[config.mk]
export PLATFORM = sky130hd
export DESIGN_NAME = rram_readout_master_flat
export DESIGN_NICKNAME = d
export VERILOG_FILES = /design/src/rtl/rram_readout_if.sv /design/src/rtl/rram_readout_master.sv /design/src/flat_wrapper.sv
export SDC_FILE = /design/constraint.sdc
export NUM_CORES = 1
export LEC_CHECK = 0
export ABC_AREA = 1
export BUFFER_PORTS_ARGS = -buffer_cell sky130_fd_sc_hd__buf_4
export CAP_MARGIN = 20
export CORE_AREA = 4 4 64 66
export CTS_CLUSTER_DIAMETER = 50
export DETAILED_ROUTE_END_ITERATION = 7
export DIE_AREA = 0 0 68 70
export GPL_ROUTABILITY_DRIVEN = 0
export HOLD_SLACK_MARGIN = 0.15
export PLACE_DENSITY_LB_ADDON = 0.2
export SKIP_LAST_GASP = 1
export SYNTH_ARGS = -nofsm -noshare
export SYNTH_HDL_FRONTEND = slang
export SYNTH_SLANG_ARGS = --single-unit
export TNS_END_PERCENT = 5
[constraint.sdc]
create_clock -name clk -period 1.95 [get_ports clk]
set_clock_uncertainty 0.15 [all_clocks]
set_input_delay 0.195 -clock clk [delete_from_list [all_inputs] [get_ports clk]]
set_output_delay 0.195 -clock clk [all_outputs]
set_load 0.01 [all_outputs]
[src/rtl/rram_readout_if.sv]
`default_nettype none
// ============================================================================
//  Module      : rram_readout_if
//  Description : Host/RRAM readout bundle for rram_readout_master. The master
//                modport is the readout initiator; slave is the host/array side.
//                Optional parity signals are present when RD_PARITY_EN is defined.
//  Revision    : 1.0  initial release
// ============================================================================
interface rram_readout_if #(
    parameter int DATA_W = 8
);
    logic              start;
    logic              abort;
    logic [DATA_W-1:0] dq_in;
    logic              ce;
    logic              re;
    logic [DATA_W-1:0] rd_data;
    logic [4:0]        rd_add;
    logic              rd_valid;
    logic              rd_ready;
    logic              busy;
    logic              done;
`ifdef RD_PARITY_EN
    logic              dq_par;
    logic              par_clr;
    logic              par_err;
`endif

    modport master (
        input  start, abort, dq_in, rd_ready,
`ifdef RD_PARITY_EN
        input  dq_par, par_clr,
        output par_err,
`endif
        output ce, re, rd_data, rd_add, rd_valid, busy, done
    );

    modport slave (
        output start, abort, dq_in, rd_ready,
`ifdef RD_PARITY_EN
        output dq_par, par_clr,
        input  par_err,
`endif
        input  ce, re, rd_data, rd_add, rd_valid, busy, done
    );
endinterface
`default_nettype wire

[src/rtl/rram_readout_master.sv]
`default_nettype none
// ============================================================================
//  Module      : rram_readout_master
//  Description : Host-side read initiator for the RRAM data-register readout
//                port. Generates ce/re, walks addresses 0..BURST_LEN-1,
//                captures dq_in on each re rising edge and offers every word
//                on a single-entry valid/ready stream.
//                Optional feature macro: RD_PARITY_EN (dq_par check, sticky
//                par_err cleared by par_clr).
//  Revision    : 1.0  initial release
// ============================================================================
module rram_readout_master #(
    parameter int DATA_W    = 8,
    parameter int BURST_LEN = 32,
    parameter int RE_HALF   = 1
) (
    input  logic           clk,
    input  logic           rst_n,
    rram_readout_if.master bus
);
    localparam logic [2:0] c_ST_IDLE  = 3'd0;
    localparam logic [2:0] c_ST_SETUP = 3'd1;
    localparam logic [2:0] c_ST_RE_LO = 3'd2;
    localparam logic [2:0] c_ST_RE_HI = 3'd3;
    localparam logic [2:0] c_ST_STALL = 3'd4;
    localparam logic [2:0] c_ST_HOLD  = 3'd5;

    localparam int                 c_TMR_W    = (RE_HALF > 1) ? $clog2(RE_HALF) : 1;
    localparam logic [c_TMR_W-1:0] c_TMR_LAST = c_TMR_W'(RE_HALF - 1);
    localparam logic [5:0]         c_CNT_LAST = 6'(BURST_LEN - 1);

    logic [2:0]         r_state;
    logic [2:0]         w_state_nxt;
    logic [c_TMR_W-1:0] r_tmr;
    logic [5:0]         r_cnt;
    logic               r_ce;
    logic               r_re;
    logic               r_busy;
    logic               r_done;
    logic               r_rd_valid;
    logic [DATA_W-1:0]  r_rd_data;
    logic [4:0]         r_rd_add;

    logic w_phase_end;
    logic w_handshake;
    logic w_slot_free;
    logic w_capture;
    logic w_ce_nxt;
    logic w_re_nxt;
    logic w_busy_nxt;
    logic w_done_nxt;

    assign w_phase_end = (r_tmr == c_TMR_LAST);
    assign w_handshake = r_rd_valid & bus.rd_ready;
    // The output slot is free if empty or being emptied this cycle.
    assign w_slot_free = ~r_rd_valid | bus.rd_ready;
    // A word is taken on the edge that leaves RE_LO normally (not via abort).
    assign w_capture   = (r_state == c_ST_RE_LO) & w_phase_end & ~bus.abort;

    // State register
    always_ff @(posedge clk or negedge rst_n) begin
        if (!rst_n) r_state <= c_ST_IDLE;
        else        r_state <= w_state_nxt;
    end

    // Next-state logic; abort has priority in every active state except HOLD
    always_comb begin
        w_state_nxt = r_state;
        case (r_state)
            c_ST_IDLE: begin
                // A pending word from the previous burst blocks a new start.
                if (bus.start && !r_rd_valid) w_state_nxt = c_ST_SETUP;
            end
            c_ST_SETUP: begin
                w_state_nxt = bus.abort ? c_ST_HOLD : c_ST_RE_LO;
            end
            c_ST_RE_LO: begin
                if (bus.abort)        w_state_nxt = c_ST_HOLD;
                else if (w_phase_end) w_state_nxt = c_ST_RE_HI;
            end
            c_ST_RE_HI: begin
                if (bus.abort)                w_state_nxt = c_ST_HOLD;
                else if (w_phase_end) begin
                    if (r_cnt == c_CNT_LAST)  w_state_nxt = c_ST_HOLD;
                    else if (w_slot_free)     w_state_nxt = c_ST_RE_LO;
                    else                      w_state_nxt = c_ST_STALL;
                end
            end
            c_ST_STALL: begin
                if (bus.abort)        w_state_nxt = c_ST_HOLD;
                else if (w_handshake) w_state_nxt = c_ST_RE_LO;
            end
            c_ST_HOLD: begin
                w_state_nxt = c_ST_IDLE;
            end
            default: begin
                w_state_nxt = c_ST_IDLE;
            end
        endcase
    end

    // Output decode from the next state so that every strobe is a flop output
    always_comb begin
        w_ce_nxt   = 1'b1;
        w_re_nxt   = 1'b1;
        w_busy_nxt = (w_state_nxt != c_ST_IDLE);
        w_done_nxt = (r_state == c_ST_HOLD);
        case (w_state_nxt)
            c_ST_SETUP, c_ST_RE_HI, c_ST_STALL: w_ce_nxt = 1'b0;
            c_ST_RE_LO: begin
                w_ce_nxt = 1'b0;
                w_re_nxt = 1'b0;
            end
            default: w_ce_nxt = 1'b1;
        endcase
    end

    // Strobe and status registers
    always_ff @(posedge clk or negedge rst_n) begin
        if (!rst_n) begin
            r_ce   <= 1'b1;
            r_re   <= 1'b1;
            r_busy <= 1'b0;
            r_done <= 1'b0;
        end else begin
            r_ce   <= w_ce_nxt;
            r_re   <= w_re_nxt;
            r_busy <= w_busy_nxt;
            r_done <= w_done_nxt;
        end
    end

    // Half-period timer and word counter
    always_ff @(posedge clk or negedge rst_n) begin
        if (!rst_n) begin
            r_tmr <= '0;
            r_cnt <= '0;
        end else begin
            if (w_state_nxt != r_state) r_tmr <= '0;
            else if ((r_state == c_ST_RE_LO) || (r_state == c_ST_RE_HI)) r_tmr <= r_tmr + 1'b1;

            if ((r_state == c_ST_IDLE) && (w_state_nxt == c_ST_SETUP)) r_cnt <= '0;
            else if ((r_state == c_ST_RE_HI) && w_phase_end && !bus.abort) r_cnt <= r_cnt + 6'd1;
        end
    end

    // Single-entry output buffer: capture on re rise, release on handshake
    always_ff @(posedge clk or negedge rst_n) begin
        if (!rst_n) begin
            r_rd_valid <= 1'b0;
            r_rd_data  <= '0;
            r_rd_add   <= '0;
        end else if (w_capture) begin
            r_rd_valid <= 1'b1;
            r_rd_data  <= bus.dq_in;
            r_rd_add   <= r_cnt[4:0];
        end else if (w_handshake) begin
            r_rd_valid <= 1'b0;
        end
    end

    assign bus.ce       = r_ce;
    assign bus.re       = r_re;
    assign bus.busy     = r_busy;
    assign bus.done     = r_done;
    assign bus.rd_valid = r_rd_valid;
    assign bus.rd_data  = r_rd_data;
    assign bus.rd_add   = r_rd_add;

`ifdef RD_PARITY_EN
    logic r_par_err;
    logic w_par_bad;

    // Even parity: dq_par must equal the XOR of all data bits.
    assign w_par_bad = w_capture & ((^bus.dq_in) ^ bus.dq_par);

    // Sticky error; a fresh mismatch wins over a simultaneous clear
    always_ff @(posedge clk or negedge rst_n) begin
        if (!rst_n)           r_par_err <= 1'b0;
        else if (w_par_bad)   r_par_err <= 1'b1;
        else if (bus.par_clr) r_par_err <= 1'b0;
    end

    assign bus.par_err = r_par_err;
`endif

endmodule
`default_nettype wire

[src/flat_wrapper.sv]
// flat-port wrapper written by rule: the top's interface ports become plain ports
module rram_readout_master_flat 
#(
    parameter int DATA_W    = 8,
    parameter int BURST_LEN = 32,
    parameter int RE_HALF   = 1
)
  (clk, rst_n, bus_start, bus_abort, bus_dq_in, bus_rd_ready, bus_ce, bus_re, bus_rd_data, bus_rd_add, bus_rd_valid, bus_busy, bus_done);
  rram_readout_if #(.DATA_W(DATA_W)) bus_i ();
  input  logic clk;
  input  logic rst_n;
  input wire logic [$bits(bus_i.start)-1:0] bus_start;
  input wire logic [$bits(bus_i.abort)-1:0] bus_abort;
  input wire logic [$bits(bus_i.dq_in)-1:0] bus_dq_in;
  input wire logic [$bits(bus_i.rd_ready)-1:0] bus_rd_ready;
  output wire logic [$bits(bus_i.ce)-1:0] bus_ce;
  output wire logic [$bits(bus_i.re)-1:0] bus_re;
  output wire logic [$bits(bus_i.rd_data)-1:0] bus_rd_data;
  output wire logic [$bits(bus_i.rd_add)-1:0] bus_rd_add;
  output wire logic [$bits(bus_i.rd_valid)-1:0] bus_rd_valid;
  output wire logic [$bits(bus_i.busy)-1:0] bus_busy;
  output wire logic [$bits(bus_i.done)-1:0] bus_done;
  assign bus_i.start = bus_start;
  assign bus_i.abort = bus_abort;
  assign bus_i.dq_in = bus_dq_in;
  assign bus_i.rd_ready = bus_rd_ready;
  assign bus_ce = bus_i.ce;
  assign bus_re = bus_i.re;
  assign bus_rd_data = bus_i.rd_data;
  assign bus_rd_add = bus_i.rd_add;
  assign bus_rd_valid = bus_i.rd_valid;
  assign bus_busy = bus_i.busy;
  assign bus_done = bus_i.done;
  rram_readout_master #(.DATA_W(DATA_W), .BURST_LEN(BURST_LEN), .RE_HALF(RE_HALF)) u_core (.clk(clk), .rst_n(rst_n), .bus(bus_i));
endmodule
==> impl_summary.md <==
Run status
The flow ran to the end, and the final reports show no timing, DRC or antenna violations.

Power
The clock network accounts for 14.4% of the total power. The combinational group share of total power is 47.7%. Power spread over the standard cell area amounts to 1420 nW/µm². The worst-case IR drop observed on VDD is 0.651 mV. The internal power component is 1.59 mW.

The static leakage is 0.902 nW. The switching power is 1.00 mW. Of the total power, the share spent switching nets is 38.7%.

Sequential cells account for 37.9% of the total power.

Yosys
The summed instance area of the synthesized netlist is 1390 µm². Among all flip-flop cells after synthesis, the most frequent one is sky130_fd_sc_hd__dfrtp_1. The register bit count reported by yosys is 28. The total nets after synthesis is 154. The netlist uses 28 different library cells. The synthesized instance count is 140. After synthesis, the mean cell area works out to 9.90 µm².

For this run, asynchronously set or reset flops after synthesis account for 100%. The share of the Yosys chip area taken by registers is 50.7%. The number of synthesis warnings is 0. The number of synthesized flops with an enable pin is 0.

Finish
The cell area after layout is 1830 µm². The total inserted antenna cells is 0. The sequential cell area is 703 µm². Leaving out fill and tap cells, the most frequent cells in the layout are sky130_fd_sc_hd__buf_4, sky130_fd_sc_hd__nand2_1, sky130_fd_sc_hd__dfrtp_1, sky130_fd_sc_hd__inv_1, sky130_fd_sc_hd__dlygate4sd3_1. The relative area change from synthesis to final layout is 32.0%. The layout has 347 filler cells. The final net count is 200. Cells with a size suffix above 1 make up 36.2% of the layout. Leaving out fill and tap cells, the most frequent cell in the layout is sky130_fd_sc_hd__buf_4. The area used by multi-input combinational logic is 606 µm².

Setup path
The most critical setup path has its startpoint at bus_abort. The delay contributed by the slowest stage of the critical path is 0.54 ns. Along the worst path, the maximum fanout reaches 6. The critical path class is input port to flip-flop. The cell with the biggest individual delay on the critical path is sky130_fd_sc_hd__dlygate4sd3_1. The worst register-to-register path begins at u_core.r_state[2]. STA puts the critical path data arrival time at 1.80 ns. The endpoint type of the worst setup path is a flip-flop.

The worst endpoint required time is 2.07 ns. The worst setup path is launched from an input port. The signal on the critical path passes through dlygate4sd3_1, buf_4, a21oi_1, nor2_2, nor3b_4, nand2_2, nand2_1, nand2_1, nor2_2.

Placed design
The number of input and output port buffers inserted is 30. The area after detailed placement is 1670 µm². The HPWL after detailed placement is 2080 µm.

Routing
The mean number of vias per cell is 4.70. The final antenna-violating net count is 0. After detailed routing, the number of remaining DRC violations is 0.

The wire length reported by the detailed router is 2840 µm. The per-cell routed wire length is 12.2 µm. For this block, the via count after detailed routing is 1094. The first detailed-routing pass took 4 iterations.

For this block, the initial DRC count from the detailed router was 50.

CTS
The clock net sink count is 28. The clock buffer count from CTS is 3. TritonCTS built the clock tree. The cell at the root of the clock tree is sky130_fd_sc_hd__clkbuf_4. CTS built an H-tree with a depth of 1. The post-CTS clock slew at the launch and capture registers of the worst setup and hold paths is 0.16 ns. The number of buffers on the longest clock path is 2. The post-CTS setup-driven buffer insertion count is 0.

At the later pin of the worst-skew pair, clock insertion delay measures 0.32 ns.

STA
The final-layout setup total negative slack is 0 ns. The hold violation count in the final report is 0. The number of pins with negative max-slew slack in the final report is 0. The share of the cycle needed by the critical path after routing is 86.3%. Setup repair after global routing left no endpoint under its margin. The tightest slew margin relative to the limit is 76.3%. The maximum achievable frequency is 594 MHz. At the pin with the least slew margin, the transition time is 0.355 ns. The worst path in the final design needs a cycle of 1.68 ns, including I/O delays and setup. Setup violations remaining at the end of the flow were counted as 0.

GRT
The number of global-route vias before repair came to 1182. Summed over all layers, the global routing overflow is 0. Global routing used 13.4% of the available tracks. The number of antenna violations at the first check in global routing is 0.

Entering global routing, the biggest net connects 29 pins. The first global-routing pass estimated 5080 µm of wire.

Die
The floorplan step defined a die boundary enclosing 4760 µm². The die is 68 µm wide. The core footprint is 3580 µm². The floorplan die height is 70 µm. The number of I/O pins is 31. The starting density of the core is 38.7%. The floorplan has 22 rows.

Hold path
In this run the worst hold path is classified as input port to asynchronous set/reset pin.

Flow run
The number of max-cap violations is 0.
[synth_stat cells (2+ instances only)]
cell | instances | area (µm²)
sky130_fd_sc_hd__mux2_2 | 8 | 90.1
sky130_fd_sc_hd__nand4_1 | 3 | 18.8
sky130_fd_sc_hd__nand2_2 | 3 | 18.8
sky130_fd_sc_hd__dfstp_2 | 2 | 52.6
sky130_fd_sc_hd__nand3_2 | 2 | 20.0
sky130_fd_sc_hd__o21ai_0 | 10 | 50.1
sky130_fd_sc_hd__inv_1 | 13 | 48.8
sky130_fd_sc_hd__a21oi_1 | 3 | 15.0
sky130_fd_sc_hd__nor3_1 | 3 | 15.0
sky130_fd_sc_hd__nand3_1 | 9 | 45.0
sky130_fd_sc_hd__nor2_1 | 5 | 18.8
sky130_fd_sc_hd__nor2_2 | 4 | 25.0
sky130_fd_sc_hd__xor2_1 | 3 | 26.3
sky130_fd_sc_hd__nor2_4 | 3 | 33.8
sky130_fd_sc_hd__dfrtp_1 | 26 | 651
sky130_fd_sc_hd__inv_2 | 3 | 11.3
sky130_fd_sc_hd__nand2_1 | 29 | 109
[flip-flops by register name, indices dropped and copies added (netlist names)]
| name | cells |
|---|---|
| u_core.bus.rd_add | 5 |
| u_core.r_cnt | 6 |
| u_core.bus.rd_valid | 1 |
| u_core.bus.busy | 1 |
| u_core.r_state | 3 |
| u_core.bus.done | 1 |
| u_core.bus.re | 1 |
| u_core.bus.ce | 1 |
| u_core.bus.rd_data | 8 |
| u_core.r_tmr | 1 |
[routing by layer]
layer | wire length, µm | global-route usage (%) | up-vias
met5 | 0 | 0 | -
met1 | 1220 | 17.0 | 523
li1 | - | - | 545
met3 | 131 | 2.89 | 2
met4 | 14 | 3.09 | 0
met2 | 1480 | 22.9 | 24
[critical path, delay by kind of cell]
kind            cells  cell delay [ns]
buf+inv             2             0.70
simple gates        6             0.68
compound gates      1             0.22
[metrics by stage]
| stage | setup WS (ns) | hold WS (ns) | utilization (%) | std cells | power, mW |
|---|---|---|---|---|---|
| 2_1_floorplan | 0.434 | -0.251 | - | 140 | 1.77 |
| 3_3_place_gp | 0.324 | -0.0198 | 46.6 | 218 | 2.20 |
| 3_5_place_dp | 0.289 | -0.0133 | 46.6 | 218 | 2.22 |
| 4_1_cts | 0.264 | 0.161 | 51.2 | 233 | 2.62 |
| 5_1_grt | 0.0494 | 0.173 | 51.2 | 233 | 2.82 |
| 6_report | 0.268 | 0.157 | 51.2 | 233 | 2.60 |
[layout make-up]
class	count	area share, %
sequential	28	38.4
multi-input combinational	94	33.1
timing repair buffer	42	18.7
inverter	17	3.62
tap	48	3.28
clock inverter	1	1.64
clock buffer	3	1.23
[path summary, 6_finish.rpt]
path / end / slack [ns] / cells after the start
max reg2reg: u_core.r_tmr / 0.29 / 7
min: u_core.bus.rd_valid / 0.16 / 2
max: u_core.r_tmr / 0.27 / 9
min in group clk: u_core.r_cnt[3] / 0.20 / 5
min reg2reg: u_core.bus.done / 0.34 / 1
max in group asynchronous: u_core.bus.re / 1.18 / 2
[power groups by stage]
stage	Sequential, mW	Clock (mW)	Combinational, mW
floorplan	1.06	0	0.710
global placement	0.989	0	1.21
detailed placement	0.998	0	1.23
CTS	0.985	0.392	1.25
global route	1.02	0.420	1.39
finish	0.985	0.374	1.24
[repair_timing]
action	4_1_cts	5_1_grt
hold endpoints to repair	41	0
setup endpoints to repair	0	1
resized for setup	0	1
hold buffers	11	0
[kinds of logic (layout without fill, tap and decap cells)]
group,Yosys count,in the layout,synth area share (%)
adders and majority gates,1,1,0.902
muxes,9,9,7.58
xor gates and xnor gates,3,3,1.90
AOI/OAI and AO/OA,13,13,4.69
DFF,28,28,50.7
and+or+nand+nor,68,68,28.6
buffers and inverters,18,63,5.60
No activity file was read; power rests on OpenSTA's default activity.
